===== src/rtl/pipe_hazard_ctrl.sv =====
// Pipeline stall/flush sequencer: load-use, MEM redirect, DMEM wait with timeout.
// Optional perf counters under HAZ_PERF_CNT_EN.
module pipe_hazard_ctrl #(
  parameter int MEM_TIMEOUT   = 16,
  parameter int REDIR_BUBBLES = 1,
  parameter int CNT_W         = 16
) (
  input  logic             clk_i,
  input  logic             rst_n,
  input  logic [4:0]       id_rs_i,
  input  logic [4:0]       id_rt_i,
  input  logic             id_uses_rt_i,
  input  logic             ex_memread_i,
  input  logic [4:0]       ex_rd_i,
  input  logic             mem_redirect_i,
  input  logic             mem_access_i,
  input  logic             dmem_ready_i,
  input  logic             err_clr_i,
  output logic             pc_write_o,
  output logic             ifid_write_o,
  output logic             ifid_flush_o,
  output logic             idex_flush_o,
  output logic             idex_hold_o,
  output logic             exmem_flush_o,
  output logic             exmem_hold_o,
  output logic             memwb_bubble_o,
  output logic [1:0]       state_o,
`ifdef HAZ_PERF_CNT_EN
  output logic [CNT_W-1:0] stall_cnt_o,
  output logic [CNT_W-1:0] flush_cnt_o,
`endif
  output logic             mem_err_o
);

  typedef enum logic [1:0] {
    RUN   = 2'b00,
    WAIT  = 2'b01,
    REDIR = 2'b10,
    ILL   = 2'b11
  } state_t;

  localparam int WCW = $clog2(MEM_TIMEOUT + 1);
  localparam logic [WCW-1:0] W_LAST = WCW'(MEM_TIMEOUT - 1);
  localparam logic [WCW-1:0] W_ONE  = WCW'(1);
  localparam logic [2:0]     BUBS   = 3'(REDIR_BUBBLES);

  state_t         state_q, state_d;
  logic [WCW-1:0] wcnt_q, wcnt_d;
  logic [2:0]     bcnt_q, bcnt_d;
  logic           err_set;
  logic           redir_acc;
  logic           lu_hit;
  logic           mem_wait;

  assign lu_hit = ex_memread_i && (ex_rd_i != 5'd0) &&
                  ((ex_rd_i == id_rs_i) ||
                   (id_uses_rt_i && (ex_rd_i == id_rt_i)));
  assign mem_wait = mem_access_i && !dmem_ready_i;
  assign state_o  = state_q;

  always_comb begin
    state_d        = state_q;
    wcnt_d         = wcnt_q;
    bcnt_d         = bcnt_q;
    err_set        = 1'b0;
    redir_acc      = 1'b0;
    pc_write_o     = 1'b1;
    ifid_write_o   = 1'b1;
    ifid_flush_o   = 1'b0;
    idex_flush_o   = 1'b0;
    idex_hold_o    = 1'b0;
    exmem_flush_o  = 1'b0;
    exmem_hold_o   = 1'b0;
    memwb_bubble_o = 1'b0;
    unique case (state_q)
      RUN: begin
        if (mem_redirect_i) begin
          ifid_flush_o  = 1'b1;
          idex_flush_o  = 1'b1;
          exmem_flush_o = 1'b1;
          redir_acc     = 1'b1;
          bcnt_d        = BUBS;
          state_d       = (REDIR_BUBBLES > 0) ? REDIR : RUN;
        end else if (mem_wait) begin
          pc_write_o     = 1'b0;
          ifid_write_o   = 1'b0;
          idex_hold_o    = 1'b1;
          exmem_hold_o   = 1'b1;
          memwb_bubble_o = 1'b1;
          wcnt_d         = W_ONE;
          state_d        = WAIT;
        end else if (lu_hit) begin
          pc_write_o   = 1'b0;
          ifid_write_o = 1'b0;
          idex_flush_o = 1'b1;
        end
      end
      WAIT: begin
        if (dmem_ready_i) begin
          wcnt_d  = '0;
          state_d = RUN;
        end else if (wcnt_q >= W_LAST) begin
          // Forced release: the stuck access is dropped and flagged
          err_set = 1'b1;
          wcnt_d  = '0;
          state_d = RUN;
        end else begin
          pc_write_o     = 1'b0;
          ifid_write_o   = 1'b0;
          idex_hold_o    = 1'b1;
          exmem_hold_o   = 1'b1;
          memwb_bubble_o = 1'b1;
          wcnt_d         = wcnt_q + W_ONE;
        end
      end
      REDIR: begin
        ifid_flush_o = 1'b1;
        if (mem_redirect_i) begin
          idex_flush_o  = 1'b1;
          exmem_flush_o = 1'b1;
          redir_acc     = 1'b1;
          bcnt_d        = BUBS;
        end else if (bcnt_q <= 3'd1) begin
          bcnt_d  = '0;
          state_d = RUN;
        end else begin
          bcnt_d = bcnt_q - 3'd1;
        end
      end
      default: begin
        wcnt_d  = '0;
        bcnt_d  = '0;
        state_d = RUN;
      end
    endcase
    if (!rst_n) begin
      pc_write_o     = 1'b0;
      ifid_write_o   = 1'b0;
      ifid_flush_o   = 1'b1;
      idex_flush_o   = 1'b1;
      idex_hold_o    = 1'b0;
      exmem_flush_o  = 1'b1;
      exmem_hold_o   = 1'b0;
      memwb_bubble_o = 1'b1;
    end
  end

  always_ff @(posedge clk_i or negedge rst_n) begin
    if (!rst_n) begin
      state_q   <= RUN;
      wcnt_q    <= '0;
      bcnt_q    <= '0;
      mem_err_o <= 1'b0;
    end else begin
      state_q <= state_d;
      wcnt_q  <= wcnt_d;
      bcnt_q  <= bcnt_d;
      if (err_set)
        mem_err_o <= 1'b1;
      else if (err_clr_i)
        mem_err_o <= 1'b0;
    end
  end

`ifdef HAZ_PERF_CNT_EN
  always_ff @(posedge clk_i or negedge rst_n) begin
    if (!rst_n) begin
      stall_cnt_o <= '0;
      flush_cnt_o <= '0;
    end else begin
      if (!pc_write_o && (stall_cnt_o != '1))
        stall_cnt_o <= stall_cnt_o + 1'b1;
      if (redir_acc && (flush_cnt_o != '1))
        flush_cnt_o <= flush_cnt_o + 1'b1;
    end
  end
`else
  logic unused_perf;
  assign unused_perf = redir_acc;
`endif

endmodule


===== config.mk =====
export PLATFORM = sky130hd
export DESIGN_NAME = pipe_hazard_ctrl
export DESIGN_NICKNAME = d
export VERILOG_FILES = /design/src/rtl/pipe_hazard_ctrl.sv
export SDC_FILE = /design/constraint.sdc
export NUM_CORES = 1
export LEC_CHECK = 0
export ABC_CLOCK_PERIOD_IN_PS = 4500
export CORE_UTILIZATION = 31
export DETAILED_ROUTE_END_ITERATION = 8
export HOLD_SLACK_MARGIN = 0.02
export REMOVE_ABC_BUFFERS = 1
export SLEW_MARGIN = 20
export SYNTH_ARGS = -nofsm -noshare
export SYNTH_HDL_FRONTEND = slang
export SYNTH_SLANG_ARGS = --single-unit

===== constraint.sdc =====
create_clock -name clk_i -period 4.5 [get_ports clk_i]
set_input_delay 0.9 -clock clk_i [delete_from_list [all_inputs] [get_ports clk_i]]
set_output_delay 0.9 -clock clk_i [all_outputs]
set_load 0.02 [all_outputs]

==> results of run 1 <==
## layout make-up
cell class | count | area (µm²)
flip-flops and latches | 11 | 275
inverters | 11 | 41.3
repair buffers | 34 | 338
clock buffers | 4 | 26.3
multi-input cells | 63 | 483
well taps | 30 | 37.5
fillers | 241 | 1300
## per-layer routing
layer	up-vias	wire, µm	GRT usage
met2	41	883	0.263
met1	361	875	0.178
met3	8	135	0.0254
met4	0	48	0.0965
met5	-	0	0
li1	389	-	-
## synth_stat cells, types with 2 or more instances
| cell type | number |
|---|---|
| sky130_fd_sc_hd__a32oi_1 | 2 |
| sky130_fd_sc_hd__o21a_1 | 2 |
| sky130_fd_sc_hd__ha_1 | 4 |
| sky130_fd_sc_hd__xor2_1 | 9 |
| sky130_fd_sc_hd__a41oi_1 | 2 |
| sky130_fd_sc_hd__inv_1 | 11 |
| sky130_fd_sc_hd__o211ai_1 | 2 |
| sky130_fd_sc_hd__nor2_1 | 4 |
| sky130_fd_sc_hd__o21ai_1 | 2 |
| sky130_fd_sc_hd__o32ai_1 | 2 |
| sky130_fd_sc_hd__nand2_1 | 7 |
| sky130_fd_sc_hd__nand3_1 | 2 |
| sky130_fd_sc_hd__o21ai_0 | 2 |
| sky130_fd_sc_hd__o22ai_1 | 3 |
| sky130_fd_sc_hd__buf_4 | 2 |
| sky130_fd_sc_hd__dfrtp_1 | 11 |
| sky130_fd_sc_hd__o21bai_1 | 2 |
## placed cells by master (no fill, tap or decap), types with 2 or more instances in the layout
master and count:
sky130_fd_sc_hd__o32ai_1 2, sky130_fd_sc_hd__nand2_1 7, sky130_fd_sc_hd__o21ai_1 2, sky130_fd_sc_hd__o21ai_0 2, sky130_fd_sc_hd__clkdlybuf4s50_1 33, sky130_fd_sc_hd__o211ai_1 2, sky130_fd_sc_hd__nor2_1 4, sky130_fd_sc_hd__ha_1 4
sky130_fd_sc_hd__o22ai_1 3, sky130_fd_sc_hd__o21a_1 2, sky130_fd_sc_hd__a41oi_1 2, sky130_fd_sc_hd__inv_1 11, sky130_fd_sc_hd__nand3_1 2, sky130_fd_sc_hd__clkbuf_4 3, sky130_fd_sc_hd__xor2_1 9, sky130_fd_sc_hd__dfrtp_1 11
sky130_fd_sc_hd__a32oi_1 2, sky130_fd_sc_hd__o21bai_1 2
## worst paths after layout
kind                                       startpoint                      to  slack [ns]
max in group asynchronous                       rst_n  state_o[0]$_DFFE_PN0P_        3.40
min in group asynchronous                       rst_n   bcnt_q[2]$_DFFE_PN0P_        0.93
worst min-delay path            bcnt_q[2]$_DFFE_PN0P_   bcnt_q[2]$_DFFE_PN0P_        0.49
worst min register to register  bcnt_q[2]$_DFFE_PN0P_   bcnt_q[2]$_DFFE_PN0P_        0.49
worst max register to register  wcnt_q[0]$_DFFE_PN0P_   wcnt_q[2]$_DFFE_PN0P_        2.60
worst max-delay path                       ex_rd_i[3]            ifid_write_o        0.72
## sequential cells by signal, summed over array words and instances, names as in the netlist
register	flops
wcnt_q	5
mem_err_o	1
state_o	2
bcnt_q	3
## metrics by stage
stage                     setup slack [ns]  total power [mW]   util  hold WS, ns  std cells
after global placement               0.715             0.292  0.470        0.470        149
final                                0.721             0.363  0.480        0.487        153
after floorplan                       1.67             0.226      -        0.453         85
after detailed placement             0.710             0.296  0.470        0.485        149
after global routing                 0.630             0.389  0.480        0.526        153
after CTS                            0.701             0.366  0.480        0.495        153
## kinds of logic after synthesis
kind of cell               synth area share
xor gates and xnor gates              0.106
AOI/OAI and AO/OA                     0.271
adders and majority gates            0.0606
and+or+nand+nor                       0.147
DFF                                   0.333
buffers and inverters                0.0818
## power by group through the flow
stage               Sequential (mW)  Combinational [mW]  Clock [mW]
floorplan                     0.137              0.0886           0
global placement              0.137               0.155           0
detailed placement            0.139               0.158           0
CTS                           0.137               0.159      0.0703
global route                  0.140               0.174      0.0752
finish                        0.137               0.158      0.0685
==> flow_summary.json, run 1 <==
{
  "run_status": "finished, final reports clean",
  "design.core.area_um2": 2500,
  "hold_depth": 1,
  "ios": 34,
  "cts.repair.resized": 0,
  "fraction_of_layout_instances_using_a_drive_strength_above_1": 0.0650,
  "cp_num_cells": 6,
  "portBuffers": 33,
  "cp.arrival_ns": 2.88,
  "routedWlPerCell_um": 12.7,
  "cts_sinks": 11,
  "timing.critical_path.slowest_stage_cell": "sky130_fd_sc_hd__clkdlybuf4s50_1",
  "total_of_max_cap_violations": 0,
  "worstMarginPinSlew_ns": 0.412,
  "synthCells": 88,
  "type_of_the_setup_path_with_the_least_slack": "in2out",
  "max-slew-margin-rel": 0.724,
  "startpoint_type": "primary input",
  "floorplan.rows": 18,
  "cell_occurring_most_often_along_the_worst_timing_path": "sky130_fd_sc_hd__clkdlybuf4s50_1",
  "yosysTopAreaCellShare": 0.333,
  "antenna_found_initial": 0,
  "cts_inserted_buffers": 3,
  "synth_enable_flop_cells": 0,
  "clkPwrFrac": 0.188,
  "ir_worst_vdd_mv": 0.187,
  "synthArstFlopShare": 1.00,
  "post_synth.cell_area_avg_um2": 9.38,
  "postRouteAntennaNets": 0,
  "cp_data_required_time_ns": 3.60,
  "yosys-top-cells-area": "sky130_fd_sc_hd__dfrtp_1 (33%), sky130_fd_sc_hd__xor2_1 (9.5%), sky130_fd_sc_hd__ha_1 (6.1%)",
  "number_of_buffers_and_inverters_on_the_critical_path": 2,
  "yosysSeqAreaShare": 0.333,
  "power.static_leakage_nw": 0.506,
  "die_h_um": 53.6,
  "dpl_cell_area_um2": 1170,
  "synth-seq-cells": 11,
  "routed_via_count": 799,
  "drt-initial-drc-count": 15,
  "gr-total-overflow": 0,
  "stdcell_area_um2": 1200,
  "vias_per_cell": 5.22,
  "max_clock_freq_mhz": 265,
  "htree_num_levels": 1,
  "p_comb_frac": 0.434,
  "cp-end-kind": "primary output",
  "clockRootBuffer": "sky130_fd_sc_hd__clkbuf_4",
  "power.internal_uw": 229,
  "post-dp-hpwl_mm": 1.57,
  "timing.final.crit_share": 0.840,
  "floorplan.initialDensity": 0.330,
  "floorplan.die_area_um2": 2870,
  "power.density_cell_area_nw_per_um2": 303,
  "worstRegToRegCells": 7,
  "hold_path_class": "reg2reg",
  "insertion_delay_ns": 0.27,
  "die_w_um": 53.6,
  "path_cells": "clkdlybuf4s50_1, xor2_1, nor4_2, a32oi_1, o31a_1, clkdlybuf4s50_1",
  "critical_path.max_fanout": 3,
  "ys_types": 36,
  "syn_area_um2": 826,
  "total_wire_length_mm": 1.94,
  "share_seq_of_total_power": 0.377,
  "post_cts_setup_buffer_count": 0,
  "min_period_ns": 3.78,
  "route.detailed.drc": 0,
  "global_route.usage.total": 0.154,
  "worst_clock_skew_ns": 0.00521,
  "report.final.setup_viol": 0,
  "tns_ns": 0,
  "cts_clk_pin_slew_worst_paths_ns": 0.07,
  "maxSlewViolCount": 0,
  "synth_ff_type": "sky130_fd_sc_hd__dfrtp_1",
  "flow.area_growth_from_synthesis_pct": 45.5,
  "finalHoldViolCount": 0,
  "num_antenna_cells": 0,
  "ctsLongestPathBuffers": 2,
  "power_switching_share": 0.371,
  "path_delay_family": "buffers and inverters",
  "clock_tree_from_tritoncts": "done",
  "vias_in_the_first_global_route": 766,
  "largest_area_contributor_in_the_synthesized_netlist": "sky130_fd_sc_hd__dfrtp_1",
  "cts-hold-fix-buffers": 0,
  "first_pass_grt_wire_length_mm": 3.12,
  "crit_path_max_cell_delay_ns": 0.54,
  "ys_warnings": 0,
  "p_switching_uw": 135,
  "first_pass_iters": 4,
  "routabilityCongestion": 0.772,
  "final_net_count": 151,
  "pin_count_of_the_biggest_net_entering_global_routing": 16,
  "grt_setup_unrepaired": "no"
}
No activity file was read; power rests on OpenSTA's default activity.
==> inputs of run 2 (changes only) <==
Settings changed: ABC_CLOCK_PERIOD_IN_PS 4500 to 3100.
Clock period 4.5 ns to 3.1 ns, I/O delays scaled along.
==> run 2 against run 1 <==
Combinational power grew 54%. Die area is the same. Highest routed layer unchanged. Largest cell class unchanged. Setup slack got worse by 0.60 ns. Sequential share of layout area fell by 0.96 points. Total power grew 49%. Wire length rose by 4.8%. Sequential power rose by 42%. Clock skew increased by 0.0051 ns. Non-clock buffer count rose by 6. Flip-flop and latch count unchanged.
==> flow_summary.json, run 2 (synthesized netlist as in run 1, its figures left out) <==
{
  "pre_cts_ws_ns": -0.0968,
  "startpoint_type": "flip-flop",
  "vias_in_the_first_global_route": 757,
  "num_antenna_cells": 0,
  "post-dp-hpwl_mm": 1.64,
  "routedWlPerCell_um": 12.8,
  "routed_via_count": 809,
  "clockRootBuffer": "sky130_fd_sc_hd__clkbuf_4",
  "power.internal_uw": 340,
  "hold_path_class": "reg2reg",
  "power_switching_share": 0.371,
  "p_comb_frac": 0.452,
  "worst_clock_skew_ns": 0.0103,
  "total_of_max_cap_violations": 0,
  "portBuffers": 33,
  "mostFrequentLayoutCells": "sky130_fd_sc_hd__clkdlybuf4s50_1 (27), sky130_fd_sc_hd__inv_1 (11), sky130_fd_sc_hd__dfrtp_1 (11), sky130_fd_sc_hd__xor2_1 (9)",
  "drt-initial-drc-count": 6,
  "insertion_delay_ns": 0.28,
  "run_status": "finished, final reports clean",
  "postRouteAntennaNets": 0,
  "post_cts_setup_buffer_count": 0,
  "ir_worst_vdd_mv": 0.216,
  "floorplan.die_area_um2": 2870,
  "worstMarginPinSlew_ns": 0.407,
  "ios": 34,
  "cts-hold-fix-buffers": 0,
  "tns_ns": 0,
  "cp-end-kind": "primary output",
  "total_power_uw": 540,
  "antenna_found_initial": 0,
  "postLayoutSetupSlackWorst_ns": 0.117,
  "pin_count_of_the_biggest_net_entering_global_routing": 13,
  "vias_per_cell": 5.09,
  "first_pass_iters": 4,
  "share_seq_of_total_power": 0.359,
  "type_of_the_setup_path_with_the_least_slack": "reg2out",
  "cts_sinks": 11,
  "clkPwrFrac": 0.189,
  "maxSlewViolCount": 0,
  "die_h_um": 53.6,
  "finalHoldViolCount": 0,
  "report.final.setup_viol": 0,
  "critical_path.max_fanout": 4,
  "cp_data_required_time_ns": 2.48,
  "power.static_leakage_nw": 0.553,
  "gr-total-overflow": 0,
  "cts_inserted_buffers": 3,
  "design.core.area_um2": 2500,
  "first_pass_grt_wire_length_mm": 3.30,
  "largest_register_ff_count": 5,
  "cp.arrival_ns": 2.36,
  "floorplan.rows": 18,
  "timing.final.crit_share": 0.962,
  "htree_num_levels": 1,
  "power.density_cell_area_nw_per_um2": 431,
  "die_w_um": 53.6,
  "ctsLongestPathBuffers": 2,
  "total_wire_length_mm": 2.04,
  "max-slew-margin-rel": 0.728,
  "regMostFlops": "wcnt_q",
  "global_route.usage.total": 0.166,
  "p_switching_uw": 200,
  "floorplan.initialDensity": 0.330,
  "flow.area_growth_from_synthesis_pct": 51.8,
  "cts_clk_pin_slew_worst_paths_ns": 0.08,
  "min_period_ns": 2.98,
  "max_clock_freq_mhz": 335,
  "routabilityCongestion": 0.797,
  "fraction_of_layout_instances_using_a_drive_strength_above_1": 0.124,
  "route.detailed.drc": 0,
  "final_net_count": 157,
  "clock_tree_from_tritoncts": "done",
  "mostFrequentLayoutCell": "sky130_fd_sc_hd__clkdlybuf4s50_1"
}
-- run 2: critical path, cell delays in order, from the launching register on --
cell,delay (ns)
sky130_fd_sc_hd__dfrtp_1,0.41
sky130_fd_sc_hd__ha_1,0.22
sky130_fd_sc_hd__and3_1,0.19
sky130_fd_sc_hd__ha_1,0.20
sky130_fd_sc_hd__nor2_4,0.14
sky130_fd_sc_hd__a32oi_2,0.15
sky130_fd_sc_hd__buf_4,0.16
sky130_fd_sc_hd__o31a_1,0.30
sky130_fd_sc_hd__dlygate4sd2_1,0.32
-- run 2: path summary, 6_finish.rpt --
check | to | from | slack (ns) | cells past startpoint
min reg2reg | bcnt_q[2]$_DFFE_PN0P_ | bcnt_q[2]$_DFFE_PN0P_ | 0.49 | 1
min in group asynchronous | wcnt_q[4]$_DFFE_PN0P_ | rst_n | 0.77 | 2
max | ifid_write_o | wcnt_q[1]$_DFFE_PN0P_ | 0.12 | 8
min | bcnt_q[2]$_DFFE_PN0P_ | bcnt_q[2]$_DFFE_PN0P_ | 0.49 | 1
max reg2reg | wcnt_q[2]$_DFFE_PN0P_ | wcnt_q[1]$_DFFE_PN0P_ | 1.40 | 7
max in group asynchronous | state_o[0]$_DFFE_PN0P_ | rst_n | 2.16 | 2
-- run 2: per-stage QoR --
step	utilization	hold slack [ns]	instance area (µm²)	cells
after global placement	0.488	0.485	1220	155
after floorplan	-	0.324	800	85
final	0.502	0.490	1250	159
after detailed placement	0.488	0.484	1220	155
after CTS	0.496	0.494	1240	159
after global routing	0.502	0.530	1250	159
-- run 2: routing by layer --
metal,part of all wire,global-route usage,up-vias
met2,0.49,0.277,33
met3,0.070,0.0254,5
met4,0.025,0.105,0
li1,-,-,404
met1,0.41,0.198,367
met5,0,0,-
-- run 2: final cells by class --
type | instances | area [µm²]
multi-input cells | 63 | 498
repair buffers | 40 | 375
flip-flops and latches | 11 | 275
fillers | 242 | 1250
well taps | 30 | 37.5
clock buffers | 4 | 26.3
inverters | 11 | 41.3
-- run 2: power groups by stage --
stage	registers [mW]	clock network, mW	logic (mW)
finish	0.194	0.102	0.244
global route	0.198	0.113	0.271
CTS	0.194	0.105	0.244
detailed placement	0.197	0	0.250
global placement	0.196	0	0.246
floorplan	0.199	0	0.129
-- run 2: repair_timing --
action	4_1_cts	5_1_grt
resized for setup	7	2
setup endpoints to repair	6	2
hold endpoints to repair	0	0
